`config.mk`:
```
export PLATFORM = sky130hd
export DESIGN_NAME = control_calculadora_bcd
export DESIGN_NICKNAME = d
export VERILOG_FILES = /design/src/rtl/calc_pkg.sv /design/src/rtl/registro_entrada_bcd.sv /design/src/rtl/control_calculadora_bcd.sv
export SDC_FILE = /design/constraint.sdc
export NUM_CORES = 1
export LEC_CHECK = 0
export CAP_MARGIN = 0
export CORE_ASPECT_RATIO = 1.2
export CORE_MARGIN = 3
export CORE_UTILIZATION = 49
export CTS_CLUSTER_SIZE = 24
export DETAILED_ROUTE_END_ITERATION = 12
export PLACE_DENSITY = 0.82
export SYNTH_ARGS = -nofsm -noshare
export SYNTH_HDL_FRONTEND = slang
export SYNTH_SLANG_ARGS = --single-unit
```
`constraint.sdc`:
```
create_clock -name clk -period 6.5 [get_ports clk]
set_clock_uncertainty 0.05 [all_clocks]
set_input_delay 1.625 -clock clk [delete_from_list [all_inputs] [get_ports clk]]
set_output_delay 1.625 -clock clk [all_outputs]
set_load 0.02 [all_outputs]
```
`src/rtl/calc_pkg.sv`:
```
// rtl/calc_pkg.sv - shared states, key codes and ALU op codes for the BCD calculator sequencer
package calc_pkg;

  typedef enum logic [2:0] {
    CARGA_A = 3'd0,
    CARGA_B = 3'd1,
    CALCULO = 3'd2,
    MUESTRA = 3'd3,
    ERROR   = 3'd4
  } estado_t;

  localparam logic [3:0] TECLA_SUMA  = 4'd10;
  localparam logic [3:0] TECLA_RESTA = 4'd11;
  localparam logic [3:0] TECLA_MULT  = 4'd12;
  localparam logic [3:0] TECLA_IGUAL = 4'd13;
  localparam logic [3:0] TECLA_CLEAR = 4'd14;

  localparam logic [1:0] OP_SUMA  = 2'b00;
  localparam logic [1:0] OP_RESTA = 2'b01;
  localparam logic [1:0] OP_MULT  = 2'b10;

  localparam logic [15:0] ERROR_DISPLAY = 16'hFFFF;
  localparam logic [2:0]  DIGITOS_MAX   = 3'd4;

  function automatic logic es_digito(input logic [3:0] t);
    return t <= 4'd9;
  endfunction

  function automatic logic es_operador(input logic [3:0] t);
    return (t == TECLA_SUMA) || (t == TECLA_RESTA) || (t == TECLA_MULT);
  endfunction

  function automatic logic [1:0] op_de_tecla(input logic [3:0] t);
    case (t)
      TECLA_RESTA: return OP_RESTA;
      TECLA_MULT:  return OP_MULT;
      default:     return OP_SUMA;
    endcase
  endfunction

endpackage

```
`src/rtl/registro_entrada_bcd.sv`:
```
// rtl/registro_entrada_bcd.sv - 4-digit BCD operand shift register with digit count
module registro_entrada_bcd
  import calc_pkg::*;
(
  input  logic        clk,
  input  logic        rst,
  input  logic        limpiar,
  input  logic        cargar_digito,
  input  logic        cargar_valor,
  input  logic [3:0]  digito,
  input  logic [15:0] valor_in,
  input  logic [2:0]  cuenta_in,
  output logic [15:0] valor,
  output logic [15:0] valor_sig,
  output logic        lleno,
  output logic        vacio
);

  logic [2:0] cuenta;
  logic [2:0] cuenta_sig;

  // Next value: clear wins, then whole-value load, then digit shift-in from the right
  always_comb begin
    valor_sig  = valor;
    cuenta_sig = cuenta;
    if (limpiar) begin
      valor_sig  = '0;
      cuenta_sig = '0;
    end else if (cargar_valor) begin
      valor_sig  = valor_in;
      cuenta_sig = cuenta_in;
    end else if (cargar_digito) begin
      valor_sig  = {valor[11:0], digito};
      cuenta_sig = cuenta + 3'd1;
    end
  end

  // Operand and count registers
  always_ff @(posedge clk or posedge rst) begin
    if (rst) begin
      valor  <= '0;
      cuenta <= '0;
    end else begin
      valor  <= valor_sig;
      cuenta <= cuenta_sig;
    end
  end

  assign lleno = (cuenta == DIGITOS_MAX);
  assign vacio = (cuenta == 3'd0);

endmodule

```
`src/rtl/control_calculadora_bcd.sv`:
```
// rtl/control_calculadora_bcd.sv - keypad sequencer driving the BCD ALU and display
module control_calculadora_bcd
  import calc_pkg::*;
#(
  parameter int LAT_ALU = 1
) (
  input  logic        clk,
  input  logic        rst,
  input  logic        tecla_valida,
  input  logic [3:0]  tecla_codigo,
  output logic [15:0] alu_a,
  output logic [15:0] alu_b,
  output logic [1:0]  alu_op,
  input  logic [15:0] alu_resultado,
  input  logic        alu_cout,
  input  logic        alu_neg,
  input  logic        alu_ovf,
  output logic [15:0] display,
  output logic        neg_led,
  output logic        error_led,
  output logic        busy,
  output logic        resultado_valido
);

  localparam logic [3:0] ESPERA_INI = 4'(LAT_ALU - 1);

  estado_t     estado, estado_sig;
  logic [3:0]  espera;
  logic        es_dig, es_op, es_igual, es_clear, expira;
  logic        a_limpiar, a_digito, a_cargar, b_limpiar, b_digito;
  logic [15:0] a_val, a_sig, b_sig, disp_calc, disp_sig;
  logic [2:0]  a_cnt;
  logic        a_lleno, a_vacio_unused, b_lleno, b_vacio;
  logic [1:0]  op_sig;
  logic        neg_sig, err_sig, valido_sig;

  assign es_dig   = tecla_valida && es_digito(tecla_codigo);
  assign es_op    = tecla_valida && es_operador(tecla_codigo);
  assign es_igual = tecla_valida && (tecla_codigo == TECLA_IGUAL);
  assign es_clear = tecla_valida && (tecla_codigo == TECLA_CLEAR);
  assign expira   = (espera == 4'd0);

  registro_entrada_bcd u_reg_a (
    .clk(clk), .rst(rst), .limpiar(a_limpiar), .cargar_digito(a_digito),
    .cargar_valor(a_cargar), .digito(tecla_codigo), .valor_in(a_val), .cuenta_in(a_cnt),
    .valor(alu_a), .valor_sig(a_sig), .lleno(a_lleno), .vacio(a_vacio_unused)
  );

  registro_entrada_bcd u_reg_b (
    .clk(clk), .rst(rst), .limpiar(b_limpiar), .cargar_digito(b_digito),
    .cargar_valor(1'b0), .digito(tecla_codigo), .valor_in(16'h0000), .cuenta_in(3'd0),
    .valor(alu_b), .valor_sig(b_sig), .lleno(b_lleno), .vacio(b_vacio)
  );

  // Next state, operand register commands and next output values
  always_comb begin
    estado_sig = estado;
    a_limpiar  = 1'b0;
    a_digito   = 1'b0;
    a_cargar   = 1'b0;
    a_val      = display;
    a_cnt      = 3'd0;
    b_limpiar  = 1'b0;
    b_digito   = 1'b0;
    op_sig     = alu_op;
    disp_calc  = display;
    neg_sig    = neg_led;
    err_sig    = error_led;
    valido_sig = 1'b0;
    if (es_clear) begin
      estado_sig = CARGA_A;
      a_limpiar  = 1'b1;
      b_limpiar  = 1'b1;
      op_sig     = OP_SUMA;
      neg_sig    = 1'b0;
      err_sig    = 1'b0;
    end else begin
      case (estado)
        CARGA_A: begin
          if (es_dig) begin
            a_digito = !a_lleno;
          end else if (es_op) begin
            op_sig     = op_de_tecla(tecla_codigo);
            b_limpiar  = 1'b1;
            estado_sig = CARGA_B;
          end
        end
        CARGA_B: begin
          if (es_dig) begin
            b_digito = !b_lleno;
          end else if (es_op) begin
            if (b_vacio) op_sig = op_de_tecla(tecla_codigo);
          end else if (es_igual) begin
            estado_sig = CALCULO;
          end
        end
        CALCULO: begin
          if (expira) begin
            valido_sig = 1'b1;
            if (((alu_op == OP_SUMA) && alu_cout) || ((alu_op == OP_MULT) && alu_ovf)) begin
              estado_sig = ERROR;
              disp_calc  = ERROR_DISPLAY;
              err_sig    = 1'b1;
            end else begin
              estado_sig = MUESTRA;
              disp_calc  = alu_resultado;
              neg_sig    = (alu_op == OP_RESTA) && alu_neg;
            end
          end
        end
        MUESTRA: begin
          if (es_dig) begin
            a_cargar   = 1'b1;
            a_val      = {12'h000, tecla_codigo};
            a_cnt      = 3'd1;
            neg_sig    = 1'b0;
            estado_sig = CARGA_A;
          end else if (es_op && !neg_led) begin
            a_cargar   = 1'b1;
            a_val      = display;
            op_sig     = op_de_tecla(tecla_codigo);
            b_limpiar  = 1'b1;
            estado_sig = CARGA_B;
          end
        end
        ERROR:   ;
        default: estado_sig = CARGA_A;
      endcase
    end
  end

  // While entering digits the display follows the operand being typed
  assign disp_sig = (estado_sig == CARGA_A) ? a_sig :
                    (estado_sig == CARGA_B) ? b_sig : disp_calc;

  // State register
  always_ff @(posedge clk or posedge rst) begin
    if (rst) estado <= CARGA_A;
    else     estado <= estado_sig;
  end

  // Registered outputs and the ALU settle counter, reloaded whenever not computing
  always_ff @(posedge clk or posedge rst) begin
    if (rst) begin
      espera           <= ESPERA_INI;
      alu_op           <= OP_SUMA;
      display          <= '0;
      neg_led          <= 1'b0;
      error_led        <= 1'b0;
      busy             <= 1'b0;
      resultado_valido <= 1'b0;
    end else begin
      if (estado != CALCULO)  espera <= ESPERA_INI;
      else if (!expira)       espera <= espera - 4'd1;
      alu_op           <= op_sig;
      display          <= disp_sig;
      neg_led          <= neg_sig;
      error_led        <= err_sig;
      busy             <= (estado_sig == CALCULO);
      resultado_valido <= valido_sig;
    end
  end

endmodule
```
==> results_tabular.tex <==
\begin{tabular}{lr}
\hline
Metric & Value \\
\hline
\multicolumn{2}{l}{\textbf{Setup path}} \\
Arr. time, crit path & 4.60 ns \\
Minimum setup slack among reg-to-reg paths & 3.44 ns \\
Worst-path cell chain & clkdlybuf4s50\_1 > o21ai\_2 > a22oi\_1 > o21ai\_1 > a2bb2oi\_1 > o22ai\_1 > o22a\_1 \\
Slowest CP cell & sky130\_fd\_sc\_hd\_\_o21ai\_1 \\
CP Capture Type & flop \\
Critical path start-end classification & input port to flop \\
Terminus of the critical flop-to-flop path & display[11] \\
Worst Setup Start Kind & input port \\
R2R Path Start & espera[0] \\
Required time reported for the critical path endpoint & 6.68 ns \\
Number of cells on the worst reg-to-reg path & 8 \\
Crit path max fanout & 15 \\
Delay contributed by the slowest stage of the critical path & 1.00 ns \\
\multicolumn{2}{l}{\textbf{Synthesis}} \\
Number of library cell types mapped by synthesis & 56 \\
Synthesized area divided by synthesized cell count & 10.16 um\^{}2 \\
Cell types occupying the most area after synthesis & sky130\_fd\_sc\_hd\_\_dfrtp\_1 (46\%), sky130\_fd\_sc\_hd\_\_mux2i\_1 (11\%), sky130\_fd\_sc\_hd\_\_nor2\_1 (3.8\%) \\
Fraction of the yosys area taken by sequential cells & 0.4646 \\
Most common cell in the synthesized netlist & sky130\_fd\_sc\_hd\_\_dfrtp\_1 \\
Area of the mapped netlist & 3608 um\^{}2 \\
Number of flops mapped to enable cells by yosys & 0 \\
Fraction of synthesis flops using an asynchronous set or reset pin & 1.000 \\
Top cells by instance count after synthesis & sky130\_fd\_sc\_hd\_\_dfrtp\_1 (67), sky130\_fd\_sc\_hd\_\_mux2i\_1 (40), sky130\_fd\_sc\_hd\_\_nor2\_1 (37) \\
Yosys top cell area share & 0.4646 \\
Primary flip-flop cell chosen by synthesis mapping & sky130\_fd\_sc\_hd\_\_dfrtp\_1 \\
Most area-hungry cell type in the Yosys netlist & sky130\_fd\_sc\_hd\_\_dfrtp\_1 \\
Post-Syn Instances & 355 \\
Flip-flop and latch count after synthesis & 67 \\
Synthesized net count & 387 \\
Total number of yosys warnings & 0 \\
\multicolumn{2}{l}{\textbf{CTS}} \\
Worst-skew pair later-pin latency & 0.34 ns \\
Clock sink count & 67 \\
Clock-pin slew reported for the worst setup and hold paths after clock tree synthesis & 0.07 ns \\
Level count of the clock H-tree & 3 \\
CTS root buffer & sky130\_fd\_sc\_hd\_\_clkbuf\_8 \\
Postcts setup bufs & 0 \\
Hold\_buf cts & 0 \\
Total CTS buffers & 9 \\
TritonCTS clock tree & yes \\
Count of cells resized by post-cts repair & 0 \\
Number of buffers on the longest clock path & 2 \\
\multicolumn{2}{l}{\textbf{Hold path}} \\
HP Class & flop to flop \\
Startpoint of the tightest hold check path & error\_led \\
Number of cells traversed by the worst hold path & 2 \\
Sink of the worst hold path & error\_led \\
\multicolumn{2}{l}{\textbf{STA}} \\
Fin Setup TNS & 0 ns \\
Final Max Tran Viols & 0 \\
Fin crit share & 0.6805 \\
Final setup viols & 0 \\
Final worst path period need & 4.423 ns \\
Timing-limited maximum frequency & 226.1 MHz \\
Measured slew at the worst slew-check pin & 1.265 ns \\
Final-report hold violation count & 0 \\
RSZ-0062 raised after global routing & no \\
Final setup slack of the worst path & 2.077 ns \\
Relative slew slack & 0.1508 \\
\multicolumn{2}{l}{\textbf{Pwr}} \\
Final Total Pwr & 2.140 mW \\
Total power per unit cell area & 462.8 nW/um\^{}2 \\
Total leakage power & 2.160 nW \\
Max VDD drop & 289.1 uV \\
\multicolumn{2}{l}{\textbf{Global route}} \\
Global-route usage over all layers & 0.2463 \\
Maximum number of pins on one net before global-route repair & 68 \\
First-pass GRT wire length & 16320 um \\
Grt total ovfl & 0 \\
Initial antenna violation count & 0 \\
Vias in the first global route & 3164 \\
\multicolumn{2}{l}{\textbf{Die}} \\
Core region area & 6978 um\^{}2 \\
Overall die width & 84.34 um \\
Die Footprint & 8434 um\^{}2 \\
Starting Density & 0.5171 \\
Boundary Pins & 80 \\
Placement row count & 33 \\
Die height & 100.0 um \\
\multicolumn{2}{l}{\textbf{Route}} \\
Via-to-Cell Ratio & 6.260 \\
Post-detailed-route wirelength per cell & 19.70 um \\
Via total after detailed routing & 3230 \\
Total wire length & 10170 um \\
Total iterations of the first detailed-routing run & 5 \\
Remaining routing DRC violations & 0 \\
First-iteration detailed-routing DRC count & 420 \\
Count of nets left with antenna violations after detail routing & 0 \\
\multicolumn{2}{l}{\textbf{Cells and area}} \\
Number of fill cells in the layout & 556 \\
Area growth, synth to finish & 28.12\% \\
Total non-filler cell area in the finished layout & 4623 um\^{}2 \\
Utilization after layout & 0.6625 \\
Antenna Diode Count & 0 \\
Fraction of final layout cells with drive strength greater than 1 & 0.07692 \\
Final net count & 456 \\
\multicolumn{2}{l}{\textbf{Job}} \\
Count of max-cap constraint violations & 0 \\
\multicolumn{2}{l}{\textbf{Placed design}} \\
Worst-case setup slack after placement & 1.796 ns \\
Post-detailed-placement cell area & 4397 um\^{}2 \\
Final GP Congestion & 0.9090 \\
Buffers on Ports & 79 \\
DPL Wire Length & 7178 um \\
\multicolumn{2}{l}{\textbf{Run status}} \\
Outcome & finished clean \\
\hline
\end{tabular}
sequential cells by signal (all words and copies together) (netlist names), 2 cells and up:
signal	count
u_reg_a.cuenta	3
display	16
u_reg_b.cuenta	3
alu_op	2
espera	4
estado	3
u_reg_a.valor	16
u_reg_b.valor	16
metal layers:
layer	wire length [um]	vias to the layer above	part of all wire	track usage
met5	0	-	0	0
met4	397	0	0.039	0.1303
met3	654	30	0.064	0.03284
met2	5046	175	0.50	0.4016
met1	4067	1584	0.40	0.3214
li1	-	1441	-	-
power breakdown:
group	internal, mW	switching [mW]
Combinational	0.475	0.549
Clock	0.226	0.168
Sequential	0.575	0.146
metrics by stage:
stage / std cells / hold WS, ns
floorplan: 355 / 0.4132
global placement: 500 / 0.4322
detailed placement: 500 / 0.4412
CTS: 516 / 0.4570
global route: 516 / 0.5022
finish: 516 / 0.4521
layout make-up:
| class | count | area [um^2] | share of cell area |
|---|---|---|---|
| clock inverters | 6 | 88.84 | 0.01922 |
| multi-input cells | 250 | 1742 | 0.3767 |
| repair buffers | 83 | 820.8 | 0.1775 |
| flip-flops and latches | 67 | 1677 | 0.3627 |
| inverters | 13 | 48.80 | 0.01055 |
| clock buffers | 10 | 137.6 | 0.02977 |
| well taps | 87 | 108.9 | 0.02355 |
worst max-delay path by stage:
stage	startpoint	end	slack (ns)	depth (start not counted)
final	tecla_codigo[1]	display[10]	2.08	7
after global placement	tecla_codigo[1]	display[10]	1.79	7
after CTS	tecla_codigo[1]	display[10]	2.16	7
after floorplan	tecla_codigo[3]	display[15]	3.13	9
after global routing	tecla_codigo[1]	display[10]	1.98	7
after detailed placement	tecla_codigo[1]	display[10]	1.80	7
critical path: cells and delay by family:
family                 cells  cell delay [ns]
AO/OA/AOI/OAI              6             2.34
buffers and inverters      1             0.63
cell families (layout without fill, tap and decap cells):
logic type               Yosys count  count (layout)  share of synthesized area
XOR/XNOR                           3               3                   0.007283
AO/OA/AOI/OAI                     94              94                     0.1855
flip-flops                        67              67                     0.4646
buffers and inverters             38             112                    0.05270
AND/OR/NAND/NOR                  104             104                     0.1488
adder cells (fa/ha/maj)            6               6                    0.02080
multiplexers                      43              43                     0.1203
cell usage in the layout, fill, tap and decap left out, drive strengths merged, types with 5 or more instances in the layout:
cell           instances
nor3                   8
o22ai                 14
clkdlybuf4s50         79
nand2                 19
or3                    5
nor2                  37
clkbuf                10
o2bb2ai                8
o21ai                 14
dfrtp                 67
inv                   13
a22oi                 12
nor3b                  5
mux2i                 40
nand4                  5
ha                     6
o211ai                 5
a21oi                 10
Note: power is estimated with default switching activity, not from simulation.
